==> src/rtl/apb4_pkg.sv <==
// ============================================================================
// apb4_pkg : shared APB4 master-side types and response constants
// Rev 1.0
// ============================================================================
`default_nettype none

package apb4_pkg;

  typedef enum logic [1:0] {
    IDLE   = 2'd0,
    SETUP  = 2'd1,
    ACCESS = 2'd2
  } apb_state_e;

  localparam logic PSLVERR_OKAY  = 1'b0;
  localparam logic PSLVERR_ERROR = 1'b1;

endpackage

`default_nettype wire

==> src/rtl/rr_arbiter.sv <==
// ============================================================================
// rr_arbiter : combinational round-robin picker, first request at/after ptr_i
// Rev 1.0
// ============================================================================
`default_nettype none

module rr_arbiter #(
  parameter int MASTERS = 4,
  parameter int IW      = $clog2(MASTERS)
) (
  input  logic [MASTERS-1:0] req_i,
  input  logic [IW-1:0]      ptr_i,
  input  logic               en_i,
  output logic [MASTERS-1:0] gnt_o,
  output logic [IW-1:0]      gnt_idx_o,
  output logic               any_o
);

  always_comb begin
    int j;
    gnt_o     = '0;
    gnt_idx_o = '0;
    any_o     = 1'b0;
    j         = 0;
    if (en_i) begin
      for (int i = 0; i < MASTERS; i++) begin
        j = int'(ptr_i) + i;
        if (j >= MASTERS) j = j - MASTERS;
        if (!any_o && req_i[IW'(j)]) begin
          any_o          = 1'b1;
          gnt_o[IW'(j)]  = 1'b1;
          gnt_idx_o      = IW'(j);
        end
      end
    end
  end

endmodule

`default_nettype wire

==> src/rtl/apb_master_arb.sv <==
// ============================================================================
// apb_master_arb : round-robin sharing of one APB4 master port, with timeout
// Rev 1.0
// ============================================================================
`default_nettype none

module apb_master_arb
  import apb4_pkg::*;
#(
  parameter int PADDR_SIZE = 8,
  parameter int PDATA_SIZE = 8,
  parameter int MASTERS    = 4,
  parameter int TIMEOUT    = 16
) (
  input  logic                                     PCLK,
  input  logic                                     PRESETn,
  input  logic [MASTERS-1:0]                       req,
  input  logic [MASTERS-1:0][PADDR_SIZE-1:0]       req_addr,
  input  logic [MASTERS-1:0]                       req_write,
  input  logic [MASTERS-1:0][PDATA_SIZE-1:0]       req_wdata,
  input  logic [MASTERS-1:0][PDATA_SIZE/8-1:0]     req_strb,
  output logic [MASTERS-1:0]                       done,
  output logic [PDATA_SIZE-1:0]                    rsp_rdata,
  output logic                                     rsp_err,
  output logic                                     PSEL,
  output logic                                     PENABLE,
  output logic [PADDR_SIZE-1:0]                    PADDR,
  output logic                                     PWRITE,
  output logic [PDATA_SIZE-1:0]                    PWDATA,
  output logic [PDATA_SIZE/8-1:0]                  PSTRB,
  input  logic [PDATA_SIZE-1:0]                    PRDATA,
  input  logic                                     PREADY,
  input  logic                                     PSLVERR
);

  localparam int IW = $clog2(MASTERS);
  localparam int TW = (TIMEOUT > 0) ? $clog2(TIMEOUT + 1) : 1;
  localparam int SW = PDATA_SIZE / 8;

  apb_state_e              state_q;
  logic [IW-1:0]           ptr_q, gidx_q, ptr_d, arb_ptr_w, gnt_idx_w;
  logic [MASTERS-1:0]      gnt_oh_q, gnt_w, req_w, done_q;
  logic [TW-1:0]           tcnt_q;
  logic                    psel_q, penable_q, pwrite_q, rsp_err_q;
  logic [PADDR_SIZE-1:0]   paddr_q;
  logic [PDATA_SIZE-1:0]   pwdata_q, rsp_rdata_q;
  logic [SW-1:0]           pstrb_q;
  logic                    any_w, timeout_w, complete_w, arb_en_w;

  // tcnt_q counts ACCESS cycles already spent, so the TIMEOUT-th one expires
  assign timeout_w  = (TIMEOUT != 0) && (int'(tcnt_q) >= TIMEOUT - 1);
  assign complete_w = (state_q == ACCESS) && (PREADY || timeout_w);
  assign arb_en_w   = (state_q == IDLE) || complete_w;
  assign ptr_d      = (gidx_q == IW'(MASTERS - 1)) ? '0 : gidx_q + 1'b1;
  assign arb_ptr_w  = (state_q == IDLE) ? ptr_q : ptr_d;
  // The requester finishing this cycle must not win the back-to-back slot
  assign req_w      = (state_q == ACCESS) ? (req & ~gnt_oh_q) : req;

  rr_arbiter #(
    .MASTERS (MASTERS),
    .IW      (IW)
  ) u_arb (
    .req_i     (req_w),
    .ptr_i     (arb_ptr_w),
    .en_i      (arb_en_w),
    .gnt_o     (gnt_w),
    .gnt_idx_o (gnt_idx_w),
    .any_o     (any_w)
  );

  always_ff @(posedge PCLK) begin
    if (!PRESETn) begin
      state_q     <= IDLE;
      ptr_q       <= '0;
      gidx_q      <= '0;
      gnt_oh_q    <= '0;
      tcnt_q      <= '0;
      psel_q      <= 1'b0;
      penable_q   <= 1'b0;
      paddr_q     <= '0;
      pwrite_q    <= 1'b0;
      pwdata_q    <= '0;
      pstrb_q     <= '0;
      done_q      <= '0;
      rsp_rdata_q <= '0;
      rsp_err_q   <= PSLVERR_OKAY;
    end else begin
      done_q <= '0;
      if (arb_en_w && any_w) begin
        gidx_q   <= gnt_idx_w;
        gnt_oh_q <= gnt_w;
        paddr_q  <= req_addr[gnt_idx_w];
        pwrite_q <= req_write[gnt_idx_w];
        pwdata_q <= req_wdata[gnt_idx_w];
        pstrb_q  <= req_strb[gnt_idx_w];
      end
      case (state_q)
        IDLE: begin
          if (any_w) begin
            state_q <= SETUP;
            psel_q  <= 1'b1;
          end
        end
        SETUP: begin
          state_q   <= ACCESS;
          penable_q <= 1'b1;
          tcnt_q    <= '0;
        end
        ACCESS: begin
          if (tcnt_q != {TW{1'b1}}) tcnt_q <= tcnt_q + 1'b1;
          if (complete_w) begin
            done_q      <= gnt_oh_q;
            ptr_q       <= ptr_d;
            penable_q   <= 1'b0;
            rsp_err_q   <= PREADY ? PSLVERR : PSLVERR_ERROR;
            rsp_rdata_q <= (PREADY && !pwrite_q) ? PRDATA : '0;
            if (any_w) begin
              state_q <= SETUP;
            end else begin
              state_q <= IDLE;
              psel_q  <= 1'b0;
            end
          end
        end
        default: begin
          state_q   <= IDLE;
          psel_q    <= 1'b0;
          penable_q <= 1'b0;
        end
      endcase
    end
  end

  assign done      = done_q;
  assign rsp_rdata = rsp_rdata_q;
  assign rsp_err   = rsp_err_q;
  assign PSEL      = psel_q;
  assign PENABLE   = penable_q;
  assign PADDR     = paddr_q;
  assign PWRITE    = pwrite_q;
  assign PWDATA    = pwdata_q;
  assign PSTRB     = pstrb_q;

endmodule

`default_nettype wire
==> config.mk <==
export PLATFORM = sky130hd
export DESIGN_NAME = apb_master_arb
export DESIGN_NICKNAME = d
export VERILOG_FILES = /design/src/rtl/apb4_pkg.sv /design/src/rtl/rr_arbiter.sv /design/src/rtl/apb_master_arb.sv
export SDC_FILE = /design/constraint.sdc
export NUM_CORES = 1
export LEC_CHECK = 0
export CAP_MARGIN = 20
export CORE_MARGIN = 4
export CORE_UTILIZATION = 49
export DETAILED_ROUTE_END_ITERATION = 16
export PLACE_DENSITY = 0.87
export SLEW_MARGIN = 0
export SYNTH_ARGS = -nofsm -noshare
export SYNTH_HDL_FRONTEND = slang
export SYNTH_HIERARCHICAL = 1
export SYNTH_SLANG_ARGS = --single-unit
==> constraint.sdc <==
create_clock -name PCLK -period 7.9 [get_ports PCLK]
set_input_delay 1.58 -clock PCLK [delete_from_list [all_inputs] [get_ports PCLK]]
set_output_delay 1.58 -clock PCLK [all_outputs]
set_load 0.02 [all_outputs]
==> out/metrics.yaml <==
status: "complete, no violations"
cts_root_buf: "clkbuf_8"
clk_latency_ns: 0.30
path_clk_slew_ns: 0.09
gp_congestion: 0.945
layout-drive-gt1-share: 0.126
dp_hpwl_mm: 7.10
grt_pass1_wl_mm: 15.8
reg2reg_depth: 11
post_cts_resized: 0
synth-seq-cells: 48
whs_path_depth: 2
slowest_stage: "a21oi_4"
hold_violations: 0
synth_top_cell_by_area: "dfxtp_1"
slew-limit-headroom: 0.376
dieHeight_um: 89.8
p_per_area_nw_per_um2: 316
wl_per_cell_um: 18.4
port_buffers: 120
cts_tree: "done"
fin_ws_ns: 3.24
core-area_um2: 6420
synthTopCellsByCount: "48 x dfxtp_1, 41 x nand2_1, 39 x nand3_1, 21 x mux4_2, 19 x nand4_1"
ys_seq_area_frac: 0.293
fin_crit_ns: 4.66
syn_avg_cell_area_um2: 9.60
drv_slew: 0
grt_pass1_vias: 3068
crit_top_cell: "mux4_2"
finalSetupTns_ns: 0
worstSetupStartpointType: "input port"
crit_buf_inv: 1
ir_worst_vdd_mv: 0.322
grt_max_degree: 79
cp_top_family: "multiplexers"
p_leak_nw: 1.66
antenna_found_initial: 0
vias_per_cell: 6.11
max_freq_mhz: 214
fin_cells: 521
synth_fp_nets: 442
numCtsBuffers: 5
async_flop_share: 0
yosysMostFrequentCell: "dfxtp_1"
initial_core_util: 0.511
holdWs_ns: 0.468
nets: 543
path_cells: "clkdlybuf4s50_1 -> a21boi_0 -> mux4_2 -> and2b_2 -> o21ai_0 -> a21oi_4 -> mux4_2 -> o211ai_1 -> nand3_1"
die_w_um: 89.8
hp-class: "reg -> reg"
critPathCaptureType: "flop"
yosysTopAreaCellShare: 0.293
fp-row-count: 29
routed_wirelength_mm: 9.58
synth-edff-count: 0
fin_skew_ns: 0.00721
crit_type: "in -> reg"
htree_levels: 2
rsz0062_at_grt: "no"
n_fill_cell: 490
syn_area_um2: 3280
grt.total_usage: 0.232
path_max_fanout: 19
boundaryPins: 121
clockBufferDepth: 2
tightest_slew_ns: 0.935
cts_sinks: 48
antenna_left: 0
fp.dieArea_um2: 8070
crit_required_ns: 8.08
synthCells: 342
vias: 3184
cp.arrival_ns: 4.84
area_growth_pct: 38.7
place_inst: 513
cap_violations: 0
num_antenna_cells: 0
max_stage_delay_ns: 0.78
ys_types: 54
postCtsSetupBuffers: 0
synth_area_leaders: "dfxtp_1 29%, mux4_2 14%, nand3_1 5.9%, mux2i_1 5.2%, nand2_1 4.7%"
overflow: 0
multi_input_area_um2: 2140
yosysWarnings: 6
fin_crit_sh: 0.590
synth-main-ff-cell: "dfxtp_1"
path_depth: 9
drtIter0Drc: 230
pre_cts_slack_ns: 2.93
drtPass1Iterations: 5
seq_area_um2: 961
route.detailed.drc: 0
report.final.setup_viol: 0
cts_hold_buf: 0
## path summary, 6_finish.rpt
check | startpoint | endpoint | slack, ns
max | req[2] | PWDATA[2]$_SDFFE_PN0P_ | 3.24
min | rsp_rdata[1]$_SDFFE_PN0P_ | rsp_rdata[1]$_SDFFE_PN0P_ | 0.47
max reg2reg | state_q[1]$_SDFFE_PN0P_ | PWDATA[2]$_SDFFE_PN0P_ | 3.41
min reg2reg | rsp_rdata[1]$_SDFFE_PN0P_ | rsp_rdata[1]$_SDFFE_PN0P_ | 0.47
## report_power, final
part / total [W] / switching (W) / internal (W)
sequential: 0.000342 / 0.0000490 / 0.000293
combinational: 0.000940 / 0.000485 / 0.000455
clock: 0.000156 / 0.0000843 / 0.0000717
## logic make-up after synthesis
group           synth area share
simple gates               0.237
compound gates             0.148
flops                      0.293
mux                        0.214
buf+inv                   0.0621
fa+ha+maj                 0.0457
## routing by layer
layer	vias to the layer above	wire length, µm	track usage
met1	1518	3900	0.301
met3	19	659	0.0409
met4	0	211	0.0626
li1	1499	-	-
met2	148	4810	0.399
met5	-	0	0
## metrics by stage
| step | power [W] | area (µm²) | utilization |
|---|---|---|---|
| 3_5_place_dp | 0.00128 | 4450 | 0.694 |
| 2_1_floorplan | 0.00106 | 3280 | - |
| 4_1_cts | 0.00144 | 4550 | 0.709 |
| 3_3_place_gp | 0.00125 | 4450 | 0.694 |
| 6_report | 0.00144 | 4550 | 0.709 |
| 5_1_grt | 0.00153 | 4550 | 0.709 |
## area by class of cell
type	count	area share
clock inverter	2	0.00302
timing repair buffer	125	0.271
inverter	7	0.00577
sequential	48	0.211
clock buffer	6	0.0181
tap	77	0.0212
multi-input combinational	256	0.470
## worst reg2reg max path, delay by kind of cell (launching register included)
kind,cells,cell delay (ns)
muxes,3,1.51
and+or+nand+nor,3,0.55
adders and majority gates,1,0.41
buffers and inverters,1,0.20
DFF,1,0.70
AOI/OAI and AO/OA,3,1.01
## sequential cells by signal, summed over array words and instances, names as in the netlist
name and cells:
PADDR 8, PWDATA 8, rsp_rdata 8, tcnt_q 5, done 4, gnt_oh_q 4, gidx_q 2, ptr_q 2
state_q 2, PENABLE 1, PSEL 1, PSTRB 1, PWRITE 1, rsp_err 1
## layout by cell type (no fill, tap or decap), types with 3 or more instances in the layout
cell             count
a21boi_0             7
ha_1                12
nand3b_1             5
nand3_1             39
buf_4                5
nor2b_1              4
nor3b_1              3
nand2_1             41
mux4_2              21
dfxtp_1             48
nand4_1             19
mux2i_1             17
inv_1                7
clkdlybuf4s50_1    119
o22ai_1              3
clkbuf_8             6
mux2_2               3
nor2_1               5
a31oi_1              4
o21ai_0              5
o211ai_2            10
a21oi_1              7
and3_1               7
nand2b_1             4
o211ai_1             9
Power figures use the tool's default switching activity.
